File: src/rtl/mem_dual_port_arbiter.sv
// mem_dual_port_arbiter
// MEM-stage arbiter sharing one single-port synchronous data memory between the
// two issue slots of the dual-issue core. Dual accesses are serialized (slot1
// first, then slot2) with a one-cycle front-end stall; load data is routed to WB
// one cycle after the MEM cycle that completes the pair.
// Optional feature: define STORE_LOAD_BYPASS_EN to forward slot1 store data to a
// same-word slot2 load without stalling.
module mem_dual_port_arbiter #(
    parameter int ADDR_W = 8,
    parameter int DATA_W = 32
) (
    input  logic              clk,
    input  logic              reset,
    input  logic              MemReadEn_inst1_Mem,
    input  logic              MemWriteEn_inst1_Mem,
    input  logic [31:0]       AluOutMem_inst1,
    input  logic [DATA_W-1:0] ReadData2Mem_inst1,
    input  logic              MemReadEn_inst2_Mem,
    input  logic              MemWriteEn_inst2_Mem,
    input  logic [31:0]       AluOutMem_inst2,
    input  logic [DATA_W-1:0] ReadData2Mem_inst2,
    output logic [ADDR_W-1:0] mem_addr,
    output logic [DATA_W-1:0] mem_wdata,
    output logic              mem_we,
    output logic              mem_re,
    input  logic [DATA_W-1:0] mem_rdata,
    output logic              stall_Mem,
    output logic [DATA_W-1:0] ReadData_inst1_WB,
    output logic [DATA_W-1:0] ReadData_inst2_WB
);

    typedef enum logic {IDLE, SECOND} state_t;
    typedef enum logic [1:0] {SRC1_NONE, SRC1_MEM, SRC1_HOLD} src1_t;
    typedef enum logic [1:0] {SRC2_NONE, SRC2_MEM, SRC2_BYP} src2_t;

    state_t            state_q, state_d;
    src1_t             src1_q, src1_d;
    src2_t             src2_q, src2_d;
    logic [DATA_W-1:0] hold1_q, hold1_d;
    logic [DATA_W-1:0] byp_q, byp_d;

    // A slot asserting both enables counts as a store, never as a load.
    logic st1, ld1, acc1, st2, ld2, acc2;
    logic [ADDR_W-1:0] waddr1, waddr2;
    logic issue, sel2, byp_hit;
    logic unused_addr_bits;

    assign st1  = MemWriteEn_inst1_Mem;
    assign ld1  = MemReadEn_inst1_Mem & ~MemWriteEn_inst1_Mem;
    assign acc1 = MemReadEn_inst1_Mem | MemWriteEn_inst1_Mem;
    assign st2  = MemWriteEn_inst2_Mem;
    assign ld2  = MemReadEn_inst2_Mem & ~MemWriteEn_inst2_Mem;
    assign acc2 = MemReadEn_inst2_Mem | MemWriteEn_inst2_Mem;

    assign waddr1 = AluOutMem_inst1[ADDR_W+1:2];
    assign waddr2 = AluOutMem_inst2[ADDR_W+1:2];
    assign unused_addr_bits = ^{AluOutMem_inst1[31:ADDR_W+2], AluOutMem_inst1[1:0],
                                AluOutMem_inst2[31:ADDR_W+2], AluOutMem_inst2[1:0]};

`ifdef STORE_LOAD_BYPASS_EN
    assign byp_hit = st1 & ld2 & (waddr1 == waddr2);
`else
    assign byp_hit = 1'b0;
`endif

    // Next-state logic: pick which slot owns the memory port this cycle and
    // where each slot's WB data will come from next cycle.
    always_comb begin
        state_d   = state_q;
        src1_d    = SRC1_NONE;
        src2_d    = SRC2_NONE;
        hold1_d   = hold1_q;
        byp_d     = byp_q;
        issue     = 1'b0;
        sel2      = 1'b0;
        stall_Mem = 1'b0;
        if (!reset) begin
            case (state_q)
                IDLE: begin
                    if (acc1 && acc2) begin
                        issue = 1'b1;
                        if (byp_hit) begin
                            byp_d  = ReadData2Mem_inst1;
                            src2_d = SRC2_BYP;
                        end else begin
                            stall_Mem = 1'b1;
                            state_d   = SECOND;
                        end
                    end else if (acc1) begin
                        issue = 1'b1;
                        if (ld1) src1_d = SRC1_MEM;
                    end else if (acc2) begin
                        issue = 1'b1;
                        sel2  = 1'b1;
                        if (ld2) src2_d = SRC2_MEM;
                    end
                end
                SECOND: begin
                    // mem_rdata now carries slot1's load issued last cycle.
                    issue   = acc2;
                    sel2    = 1'b1;
                    hold1_d = mem_rdata;
                    src1_d  = ld1 ? SRC1_HOLD : SRC1_NONE;
                    src2_d  = ld2 ? SRC2_MEM : SRC2_NONE;
                    state_d = IDLE;
                end
                default: state_d = IDLE;
            endcase
        end
    end

    // Memory port drive from the selected slot.
    always_comb begin
        mem_addr  = sel2 ? waddr2 : waddr1;
        mem_wdata = sel2 ? ReadData2Mem_inst2 : ReadData2Mem_inst1;
        mem_we    = issue & (sel2 ? st2 : st1);
        mem_re    = issue & (sel2 ? ld2 : ld1);
    end

    // State, WB source selectors and held data registers.
    always_ff @(posedge clk) begin
        if (reset) begin
            state_q <= IDLE;
            src1_q  <= SRC1_NONE;
            src2_q  <= SRC2_NONE;
            hold1_q <= '0;
            byp_q   <= '0;
        end else begin
            state_q <= state_d;
            src1_q  <= src1_d;
            src2_q  <= src2_d;
            hold1_q <= hold1_d;
            byp_q   <= byp_d;
        end
    end

    // WB load data mux on the registered source selectors.
    always_comb begin
        ReadData_inst1_WB = '0;
        ReadData_inst2_WB = '0;
        case (src1_q)
            SRC1_MEM:  ReadData_inst1_WB = mem_rdata;
            SRC1_HOLD: ReadData_inst1_WB = hold1_q;
            default:   ReadData_inst1_WB = '0;
        endcase
        case (src2_q)
            SRC2_MEM: ReadData_inst2_WB = mem_rdata;
            SRC2_BYP: ReadData_inst2_WB = byp_q;
            default:  ReadData_inst2_WB = '0;
        endcase
    end

endmodule

File: config.mk
export PLATFORM = sky130hd
export DESIGN_NAME = mem_dual_port_arbiter
export DESIGN_NICKNAME = d
export VERILOG_FILES = /design/src/rtl/mem_dual_port_arbiter.sv
export SDC_FILE = /design/constraint.sdc
export NUM_CORES = 1
export LEC_CHECK = 0
export BUFFER_PORTS_ARGS = -buffer_cell sky130_fd_sc_hd__buf_2
export CAP_MARGIN = 20
export CORE_AREA = 2 2 106 108
export CTS_CLUSTER_SIZE = 20
export DETAILED_ROUTE_END_ITERATION = 12
export DIE_AREA = 0 0 108 110
export GPL_ROUTABILITY_DRIVEN = 1
export SLEW_MARGIN = 20
export SYNTH_ARGS = -nofsm -noshare
export SYNTH_HDL_FRONTEND = slang
export SYNTH_SLANG_ARGS = --single-unit
export TNS_END_PERCENT = 10
File: constraint.sdc
create_clock -name clk -period 4.93 [get_ports clk]
set_input_delay 1.479 -clock clk [delete_from_list [all_inputs] [get_ports clk]]
set_output_delay 1.479 -clock clk [all_outputs]
set_load 0.01 [all_outputs]
Yosys cells after proc, flatten, opt, wreduce, memory -nomap -nowiden
Cells that the tools add are included.
{"block": "op_classes", "n_eq_ne": 3, "n_mux": 29, "bitwise": 9, "reduce_logical": 1}
{"cell": "$mux W32", "count": 2}
{"cell": "$pmux W32 S2", "count": 1}
{"cell": "$mux W1", "count": 19}
{"cell": "$mux W8", "count": 1}
{"cell": "$pmux W2 S2", "count": 2}
{"cell": "$pmux W1 S2", "count": 3}
{"cell": "$and A1 B1 Y1", "count": 4}
{"cell": "$eq A2 B1 Y1 const B", "count": 2}
{"cell": "$not A1 Y1", "count": 3}
{"cell": "$eq A2 B2 Y1 const B", "count": 1}
{"cell": "$mux W2", "count": 1}
{"cell": "$or A1 B1 Y1", "count": 2}
{"cell": "$logic_and A1 B1 Y1", "count": 1}
{"block": "word_totals", "register_bits": 37}

Logic depth before layout (Yosys ltp)
Gate-level depths: netlist of run 1.
{"block": "logic_depth", "word_depth": 8, "ltp_mapped": 6, "mapped_depth_nobuf": 4}

Worst setup path after synthesis of run 1
OpenSTA, ideal clock, no wires.
{"block": "synth_timing", "path_type": "input to output", "start": "input reset", "end": "output stall_Mem", "arrival_time_ns": 2.299, "required_time_ns": 3.451, "setup_slack_ns": 1.152, "stages": 3, "path_cell_list": "buf_2 > clkbuf_1 > nor4_1"}
{"block": "synth_via", "elab_chain_len": 1}
{"element": "start, declared", "line_no": "13", "rtl": "input logic reset,"}
{"element": "$mux W1", "line_no": "77", "rtl": "if (!reset) begin"}
{"element": "end, declared", "line_no": "27", "rtl": "output logic stall_Mem,"}
No other way between the ends.

Final worst setup path of run 1
{"block": "layout_timing", "start": "input MemWriteEn_inst2_Mem", "end": "output mem_wdata[8]"}
{"block": "layout_via", "elab_chain_len": 7, "word_cells_on_any_way": 8, "cone_classes": "mux (6); bitwise (1); reduce/logical (1)"}
{"element": "start, declared", "line_no": "19", "rtl": "input logic MemWriteEn_inst2_Mem,"}
{"element": "$or A1 B1 Y1 *", "line_no": "53", "rtl": "assign acc2 = MemReadEn_inst2_Mem | MemWriteEn_inst2_Mem;"}
{"element": "$mux W1", "line_no": "92", "rtl": "end else if (acc2) begin"}
{"element": "$mux W1", "line_no": "89", "rtl": "end else if (acc1) begin"}
{"element": "$mux W1 *", "line_no": "80", "rtl": "if (acc1 && acc2) begin"}
{"element": "$pmux W1 S2 *", "line_no": "78", "rtl": "case (state_q)"}
{"element": "$mux W1 *", "line_no": "77"}
{"element": "$mux W32 *", "line_no": "115", "rtl": "mem_wdata = sel2 ? ReadData2Mem_inst2 : ReadData2Mem_inst1;"}
{"element": "end, declared", "line_no": "23", "rtl": "output logic [DATA_W-1:0] mem_wdata,"}
Every way passes the cells marked *; elsewhere a longest branch is shown, timed or not.

==> impl_metrics.py, run 1 <==
metrics = {
    "global_route": {
        "grt.total_usage": 0.1458,
        "grt_overflow": 0,
        "grt_pass1_wl_mm": 13.97,
        "antenna_found_initial": 0,
        "grt_max_degree": 41,
        "grt_pass1_vias": 2943,
    },
    "worst_setup_path": {
        "crit_required_ns": 3.45,
        "arrival_ns": 2.79,
        "regToRegEndpoint": "hold1_q[9]",
        "worstPathMaxFanout": 30,
        "r2r_slack_ns": 3.30,
        "crit_path_end_kind": "primary output",
        "setup.worst_path.start_class": "input port",
        "crit_type": "in2out",
        "reg2regPathDepth": 3,
        "worstReg2RegStart": "state_q",
    },
    "yosys": {
        "synth-seq-cells": 36,
        "netlist_area_um2": 2793,
        "synthMostInstantiatedCell": "nor2_1",
        "synth_cell_types": 25,
        "synth_cells": 377,
        "post_synth.cell_area_avg_um2": 7.408,
        "netlist_top_cells_area": "dfxtp_1 (26%), mux2i_1 (11%), o32ai_1 (11%)",
        "synthTopCellsByCount": "nor2_1 (68), inv_1 (42), nand2_1 (40), dfxtp_1 (36), o32ai_1 (34)",
        "synth_edf_count": 0,
        "syn-num-nets": 545,
        "yosysWarnings": 0,
        "dominantRegCellSynth": "dfxtp_1",
        "synth_top_area_cell": "dfxtp_1",
        "yosysSeqAreaShare": 0.2581,
        "yosysTopAreaCellShare": 0.2581,
        "synthArstFlopShare": 0,
    },
    "timing": {
        "period_minus_slack_ns": 4.274,
        "skew_ns": 0.008827,
        "setup_violations": 0,
        "slew-limit-headroom": 0.3991,
        "fin_ws_ns": 0.6563,
        "rsz0062_at_grt": "no",
        "fmax_ghz": 0.2340,
        "hold_viol": 0,
        "tightest_slew_ns": 0.9001,
        "drv_slew": 0,
        "fin_crit_sh": 0.8669,
        "setup_tns_ns": 0,
    },
    "die": {
        "boundaryPins": 273,
        "initial_core_util": 0.2611,
        "core_um2": 10700,
        "die_h_um": 110,
        "fp.dieW_um": 108,
        "row_count": 38,
        "die-area_um2": 11880,
    },
    "cts": {
        "cts_htree_levels": 2,
        "ctsResizeCount": 0,
        "cts_tree": "done",
        "clock-sinks": 36,
        "root_buffer": "clkbuf_8",
        "postCtsHoldBufs": 0,
        "clk_pin_slew_ns": 0.07,
        "insertion_delay_ns": 0.28,
        "cts_made_buffers": 5,
        "cts.path.max_buffers": 2,
        "cts_setup_buffers": 0,
    },
    "routing": {
        "first_pass_iters": 4,
        "drtAntennaViolNets": 0,
        "wl_mm": 9.384,
        "wl_per_cell_um": 13.11,
        "drc": 0,
        "dr_total_vias": 3363,
        "via_per_inst": 4.697,
        "drt_iter0_markers": 178,
    },
    "run": {
        "maxCapViolations": 0,
    },
    "layout": {
        "insertedDiodeCount": 0,
        "drive_above_1_share": 0.4306,
        "multi_input_area_um2": 1717,
        "regArea_um2": 721.9,
        "fin_cells": 716,
        "final_nets": 744,
        "fillers": 1173,
        "final_util": 0.3765,
        "syn_to_final_growth_pct": 44.22,
    },
    "place": {
        "port_buffers": 224,
        "pre_cts_ws_ns": 0.6520,
        "dpl.cell_count": 709,
        "gp_congestion": 0.8215,
        "dp_hpwl_mm": 7.252,
    },
    "worst_hold_path": {
        "holdPathEnd": "hold1_q[13]",
        "hp-class": "reg2reg",
        "hold_depth": 2,
        "min_from": "hold1_q[13]",
    },
    "outcome": {
        "status": "complete, no violations",
    },
    "pwr": {
        "peakVddDrop_uv": 84.86,
        "powerDensity_nw_per_um2": 189.3,
        "leakage_nw": 2.111,
    },
}
==> worst max path at each step <==
stage,from,end,cells after the start
after floorplan,reset,stall_Mem,3
after global placement,MemWriteEn_inst2_Mem,mem_wdata[8],6
after detailed placement,MemWriteEn_inst2_Mem,mem_wdata[8],6
after CTS,MemWriteEn_inst2_Mem,mem_wdata[8],6
after global routing,MemWriteEn_inst2_Mem,mem_wdata[4],6
final,MemWriteEn_inst2_Mem,mem_wdata[8],6
==> final cells by class <==
cell class	count	area share
clock inverter	1	0.001243
tap	140	0.04349
sequential	36	0.1792
timing repair buffer	230	0.2926
inverter	42	0.03914
multi-input combinational	261	0.4262
clock buffer	6	0.01802
==> kinds of logic after synthesis <==
group,synth area share
simple gates,0.2513
buf+inv,0.1317
compound gates,0.2352
flops,0.2581
mux,0.1147
fa+ha+maj,0.008959
==> metal layers <==
layer,vias up,global-route usage,part of all wire
li1,1688,-,-
met1,1517,0.1624,0.39
met2,150,0.2776,0.52
met3,8,0.03469,0.081
met4,0,0.03755,0.012
met5,-,0,0
==> cell usage in the layout (no fill, tap or decap) <==
| cell | synthesis | routed |
|---|---|---|
| a211oi_1 | 1 | 1 |
| a21oi_1 | 1 | 1 |
| a21oi_4 | 0 | 1 |
| a22oi_1 | 32 | 32 |
| and2_1 | 32 | 32 |
| buf_12 | 0 | 1 |
| buf_2 | 12 | 224 |
| buf_4 | 2 | 5 |
| clkbuf_1 | 18 | 1 |
| clkbuf_8 | 0 | 5 |
| clkinv_2 | 0 | 1 |
| dfxtp_1 | 36 | 35 |
| dfxtp_2 | 0 | 1 |
| ha_2 | 0 | 2 |
| inv_1 | 42 | 42 |
| mux2i_1 | 32 | 32 |
| nand2_1 | 40 | 40 |
| nand2b_1 | 2 | 2 |
| nor2_1 | 68 | 68 |
| nor2_4 | 1 | 1 |
| nor2b_1 | 1 | 1 |
| nor3_1 | 1 | 1 |
| nor4_1 | 3 | 3 |
| nor4_4 | 1 | 1 |
| o32ai_1 | 34 | 34 |
| o32ai_2 | 6 | 6 |
| or2_1 | 1 | 1 |
| or2b_1 | 2 | 2 |
==> flip-flops by register name, indices dropped and copies added (netlist names) <==
| register | count |
|---|---|
| state_q | 1 |
| hold1_q | 32 |
| src2_q | 1 |
| src1_q | 2 |
==> power breakdown <==
part           internal (mW)  switching (mW)
combinational          0.112           0.130
clock                 0.0962           0.102
sequential             0.307          0.0152
total                  0.515           0.248
==> through the flow <==
| step | hold slack (ns) | cell area [um2] | total power [mW] |
|---|---|---|---|
| floorplan | 0.4608 | 2793 | 0.4630 |
| global route | 0.5213 | 4028 | 0.8131 |
| CTS | 0.4996 | 4028 | 0.7782 |
| global placement | 0.4740 | 3945 | 0.5678 |
| finish | 0.4960 | 4028 | 0.7624 |
| detailed placement | 0.4800 | 3950 | 0.5733 |
==> worst max-delay path, stage by stage <==
cell	delay [ns]
buf_2	0.12
or2_1	0.27
a21oi_4	0.40
buf_12	0.24
o32ai_1	0.10
buf_2	0.17
No activity file was read; power rests on OpenSTA's default activity.
==> run 2: changes to the inputs <==
--- a/config.mk
+++ b/config.mk
@@ -5,6 +5,7 @@
 export SDC_FILE = /design/constraint.sdc
 export NUM_CORES = 1
 export LEC_CHECK = 0
+export ABC_AREA = 1
 export BUFFER_PORTS_ARGS = -buffer_cell sky130_fd_sc_hd__buf_2
 export CAP_MARGIN = 20
 export CORE_AREA = 2 2 106 108
==> run 2 against run 1 <==
Core utilization is 0.43 points higher. Sequential power is 2% lower. Via count is 2.6% higher. Synthesized area is 0.27% lower. Combinational power is 2% higher. Power is 2.9% higher. Critical path type unchanged. Clock skew is 0.0022 ns lower. Non-clock buffer count is 2 higher. Maximum frequency is 0.44% higher. Flip-flop and latch count stayed put. Sequential share of layout area is 0.23 points lower. Die area stayed put.
==> impl_metrics.py, run 2 <==
metrics = {
    "worst_setup_path": {
        "worstPathMaxFanout": 41,
        "arrival_ns": 2.78,
        "crit_path_end_kind": "primary output",
        "crit_type": "in2out",
        "crit_required_ns": 3.45,
        "setup.worst_path.start_class": "input port",
    },
    "global_route": {
        "grt_max_degree": 42,
        "grt.total_usage": 0.1544,
        "met3_usage": 0.04586,
        "grt_pass1_vias": 2908,
        "grt_pass1_wl_mm": 14.46,
        "grt_overflow": 0,
        "grtUsageMet1": 0.1700,
        "grt.busiest_layer": "met2",
        "antenna_found_initial": 0,
        "met2_usage": 0.2893,
    },
    "cts": {
        "cts_made_buffers": 5,
        "cts_htree_levels": 2,
        "insertion_delay_ns": 0.29,
        "root_buffer": "clkbuf_8",
        "postCtsHoldBufs": 0,
        "cts.path.max_buffers": 2,
        "clock-sinks": 36,
        "ctsResizeCount": 0,
        "cts_setup_buffers": 0,
        "clk_pin_slew_ns": 0.07,
        "cts_tree": "done",
    },
    "place": {
        "pre_cts_ws_ns": 0.6663,
        "dp_hpwl_mm": 7.676,
        "gp_congestion": 0.7558,
        "port_buffers": 224,
    },
    "pwr": {
        "powerDensity_nw_per_um2": 192.5,
        "leakage_nw": 2.393,
        "peakVddDrop_uv": 96.98,
        "finalPower_mw": 0.7843,
    },
    "layout": {
        "final_cell_mix": "buf_2 (224), nand2_1 (204), inv_1 (80)",
        "largest_reg_flops": 32,
        "final_common_cell": "buf_2",
        "drive_above_1_share": 0.4158,
        "regMostFlops": "hold1_q",
        "top_regs": "hold1_q (32), src1_q (2)",
        "insertedDiodeCount": 0,
        "syn_to_final_growth_pct": 46.27,
        "final_nets": 850,
    },
    "die": {
        "die-area_um2": 11880,
        "fp.dieW_um": 108,
        "die_h_um": 110,
        "boundaryPins": 273,
        "initial_core_util": 0.2604,
        "core_um2": 10700,
        "row_count": 38,
    },
    "timing": {
        "tightest_slew_ns": 0.6973,
        "period_minus_slack_ns": 4.255,
        "slew-limit-headroom": 0.5351,
        "skew_ns": 0.006660,
        "fin_ws_ns": 0.6752,
        "rsz0062_at_grt": "no",
        "hold_viol": 0,
        "fmax_ghz": 0.2350,
        "setup_tns_ns": 0,
        "whs_ns": 0.4644,
        "fin_crit_sh": 0.8630,
        "drv_slew": 0,
        "setup_violations": 0,
    },
    "routing": {
        "via_per_inst": 4.192,
        "dr_total_vias": 3450,
        "first_pass_iters": 4,
        "drt_iter0_markers": 146,
        "wl_mm": 9.903,
        "drtAntennaViolNets": 0,
        "drc": 0,
        "wl_per_cell_um": 12.03,
    },
    "yosys": {
        "yosysTopAreaCellShare": 0.2749,
        "synthArstFlopShare": 0,
        "syn-num-nets": 642,
        "synth_edf_count": 0,
        "post_synth.cell_area_avg_um2": 5.876,
        "synth_cells": 474,
        "synthTopCellsByCount": "nand2_1 (204), inv_1 (80), a21oi_1 (65), o21ai_2 (40), dfxtp_1 (36)",
        "synthMostInstantiatedCell": "nand2_1",
        "netlist_top_cells_area": "nand2_1 (27%), dfxtp_1 (26%), o21ai_2 (13%)",
        "synth_cell_types": 23,
        "yosysSeqAreaShare": 0.2588,
        "synth_top_area_cell": "nand2_1",
        "netlist_area_um2": 2785,
        "dominantRegCellSynth": "dfxtp_1",
        "yosysWarnings": 0,
        "synth-seq-cells": 36,
    },
    "outcome": {
        "status": "complete, no violations",
    },
    "worst_hold_path": {
        "hp-class": "reg2reg",
    },
    "run": {
        "maxCapViolations": 0,
    },
}
run 2: cell count changes after synthesis, sizes merged, moves of 5 or more:
cell,previous run,this run
buf,20,15
inv,42,81
o32ai,40,0
a21oi,2,65
a22oi,32,0
nand2,40,205
nor2,69,4
and2,32,1
o21ai,0,41
mux2i,32,0
run 2: critical path: stages:
cell and delay, ns:
buf_2 0.12, nor2_2 0.19, nand2_2 0.11, nand3_4 0.29, buf_12 0.28, nand2_1 0.09
o21ai_2 0.06, buf_2 0.14
run 2: area by class of cell:
cell class	instances	area (um2)
fill	1194	6624
multi-input combinational	326	1572
timing repair buffer	232	1206
sequential	36	720.7
inverter	81	306.5
tap	140	175.2
clock buffer	7	86.33
clock inverter	1	7.507
run 2: cell families (layout without fill, tap and decap cells):
kind of cell | after synthesis | after routing | synth area share
and+or+nand+nor | 217 | 217 | 0.3041
buffers and inverters | 112 | 321 | 0.1770
AOI/OAI and AO/OA | 107 | 107 | 0.2511
DFF | 36 | 36 | 0.2588
adders and majority gates | 2 | 2 | 0.008983
run 2: layer usage:
layer	routed length (um)	vias to the layer above
li1	-	1852
met5	0	-
met2	4825	140
met1	3816	1448
met3	1059	10
met4	201	0
run 2: path summary, 6_finish.rpt:
| path | slack (ns) | start | cells after the start | endpoint |
|---|---|---|---|---|
| worst max-delay path | 0.68 | MemWriteEn_inst2_Mem | 8 | mem_wdata[11] |
| worst min-delay path | 0.46 | hold1_q[26] | 2 | hold1_q[26] |
| worst max register to register | 3.63 | state_q | 5 | src2_q[0] |
| worst min register to register | 0.46 | hold1_q[26] | 2 | hold1_q[26] |
run 2: where the power goes:
part           switching (mW)  leakage [nW]  internal (mW)
sequential            0.00808         0.294          0.306
clock                   0.110        0.0445          0.114
combinational           0.143          2.05          0.103
run 2: metrics by stage:
step	cells	instance area (um2)	utilization
2_1_floorplan	474	2785	-
3_3_place_gp	815	3980	0.3720
3_5_place_dp	815	3980	0.3720
4_1_cts	823	4074	0.3808
5_1_grt	823	4074	0.3808
6_report	823	4074	0.3808
==> run 3: changes to the inputs <==
--- a/config.mk
+++ b/config.mk
@@ -6,7 +6,7 @@
 export NUM_CORES = 1
 export LEC_CHECK = 0
 export ABC_AREA = 1
-export BUFFER_PORTS_ARGS = -buffer_cell sky130_fd_sc_hd__buf_2
+export BUFFER_PORTS_ARGS = -buffer_cell sky130_fd_sc_hd__buf_4
 export CAP_MARGIN = 20
 export CORE_AREA = 2 2 106 108
 export CTS_CLUSTER_SIZE = 20
==> run 3 against run 2 <==
Critical endpoint is now mem_wdata[3]. Setup slack worse by 0.13 ns. Highest routed layer unchanged. Largest cell class is now buffers. Critical path depth fell by 1. Core utilization rose by 5.2 points. Non-clock buffer count unchanged.
==> impl_metrics.py, run 3 (synthesized netlist as in run 2, its figures left out) <==
metrics = {
    "routing": {
        "drtAntennaViolNets": 0,
        "first_pass_iters": 4,
        "wl_mm": 10.81,
        "drt_iter0_markers": 113,
        "drc": 0,
        "wl_per_cell_um": 13.14,
        "via_per_inst": 4.324,
        "dr_total_vias": 3559,
    },
    "worst_setup_path": {
        "arrival_ns": 2.91,
        "worstPathMaxFanout": 39,
        "crit_required_ns": 3.45,
        "crit_path_end_kind": "primary output",
        "worstReg2RegStart": "state_q",
        "setup.worst_path.start_class": "input port",
        "crit_start": "reset",
        "crit_type": "in2out",
    },
    "cts": {
        "clk_pin_slew_ns": 0.08,
        "cts_htree_levels": 2,
        "cts_tree": "done",
        "cts_made_buffers": 5,
        "root_buffer": "clkbuf_8",
        "clock-sinks": 36,
        "postCtsHoldBufs": 0,
        "cts_setup_buffers": 0,
        "insertion_delay_ns": 0.29,
        "cts.path.max_buffers": 2,
        "ctsResizeCount": 0,
    },
    "pwr": {
        "peakVddDrop_uv": 80.25,
        "powerDensity_nw_per_um2": 181.3,
        "leakage_nw": 2.520,
    },
    "timing": {
        "drv_slew": 0,
        "tightest_slew_ns": 0.6535,
        "fmax_ghz": 0.2279,
        "slew-limit-headroom": 0.5637,
        "rsz0062_at_grt": "no",
        "period_minus_slack_ns": 4.388,
        "setup_violations": 0,
        "skew_ns": 0.01366,
        "fin_crit_sh": 0.8901,
        "setup_tns_ns": 0,
        "hold_viol": 0,
    },
    "layout": {
        "top_regs": "hold1_q (32), src1_q (2)",
        "insertedDiodeCount": 0,
        "final_cell_mix": "buf_4 (231), nand2_1 (204), inv_1 (80)",
        "multi_input_area_um2": 1574,
        "final_util": 0.4325,
        "fin_cells": 823,
        "regArea_um2": 720.7,
        "largest_reg_flops": 32,
        "final_common_cell": "buf_4",
        "regMostFlops": "hold1_q",
        "syn_to_final_growth_pct": 66.13,
        "fillers": 1125,
        "final_nets": 850,
        "drive_above_1_share": 0.4187,
    },
    "worst_hold_path": {
        "min_from": "hold1_q[23]",
        "hp-class": "reg2reg",
    },
    "global_route": {
        "grt_pass1_wl_mm": 15.59,
        "grt_overflow": 0,
        "antenna_found_initial": 0,
        "grt.total_usage": 0.1646,
        "grt_max_degree": 40,
        "grt_pass1_vias": 3153,
    },
    "run": {
        "maxCapViolations": 0,
    },
    "die": {
        "initial_core_util": 0.2604,
        "die_h_um": 110,
        "boundaryPins": 273,
        "core_um2": 10700,
        "fp.dieW_um": 108,
        "die-area_um2": 11880,
        "row_count": 38,
    },
    "place": {
        "gp_congestion": 0.7159,
        "port_buffers": 224,
        "dpl.cell_count": 815,
        "dp_hpwl_mm": 8.343,
    },
    "outcome": {
        "status": "complete, no violations",
    },
}
==> run 3: changes by cell type in the layout (fill, tap and decap cells not counted), sizes merged <==
| cell | before | now |
|---|---|---|
| clkbuf | 7 | 6 |
| inv | 81 | 82 |
| clkinv | 0 | 1 |
| clkinvlp | 1 | 0 |
==> run 3: report_power, final <==
part	internal [mW]	switching, mW
Combinational	0.148	0.150
Clock	0.114	0.112
Sequential	0.306	0.00848
Total	0.569	0.270
==> run 3: worst paths after layout <==
| path | slack, ns | end | cells past startpoint |
|---|---|---|---|
| hold reg to reg | 0.47 | hold1_q[23] | 2 |
| hold / removal | 0.47 | hold1_q[23] | 2 |
| setup reg to reg | 3.59 | src2_q[0] | 5 |
| setup / recovery | 0.54 | mem_wdata[3] | 7 |
==> run 3: stage by stage <==
stage / power, mW / area [um2] / setup slack [ns] / hold slack (ns)
after floorplan: 0.4600 / 2785 / 1.296 / 0.4393
after global placement: 0.6152 / 4528 / 0.5593 / 0.4481
after detailed placement: 0.6212 / 4531 / 0.5217 / 0.4526
after CTS: 0.8532 / 4627 / 0.5201 / 0.4652
after global routing: 0.8872 / 4627 / 0.3994 / 0.4802
final: 0.8389 / 4627 / 0.5420 / 0.4660
==> run 3: layout make-up <==
| type | count | area share |
|---|---|---|
| clock buffers | 6 | 0.01785 |
| repair buffers | 232 | 0.3791 |
| multi-input cells | 326 | 0.3402 |
| well taps | 140 | 0.03786 |
| clock inverters | 2 | 0.002975 |
| flip-flops and latches | 36 | 0.1558 |
| inverters | 81 | 0.06625 |
==> run 3: layer usage <==
layer | track usage | part of all wire | vias to the layer above | routed length, um
li1 | - | - | 1847 | -
met5 | 0 | 0 | - | 0
met4 | 0.03388 | 0.011 | 0 | 121
met1 | 0.1849 | 0.38 | 1554 | 4134
met2 | 0.3109 | 0.51 | 150 | 5473
met3 | 0.04527 | 0.10 | 8 | 1082
==> run 3: worst max-delay path, stage by stage <==
cell	delay, ns
buf_4	0.36
inv_1	0.18
nand3_4	0.31
buf_4	0.24
nand2_1	0.07
o21ai_2	0.09
buf_4	0.16
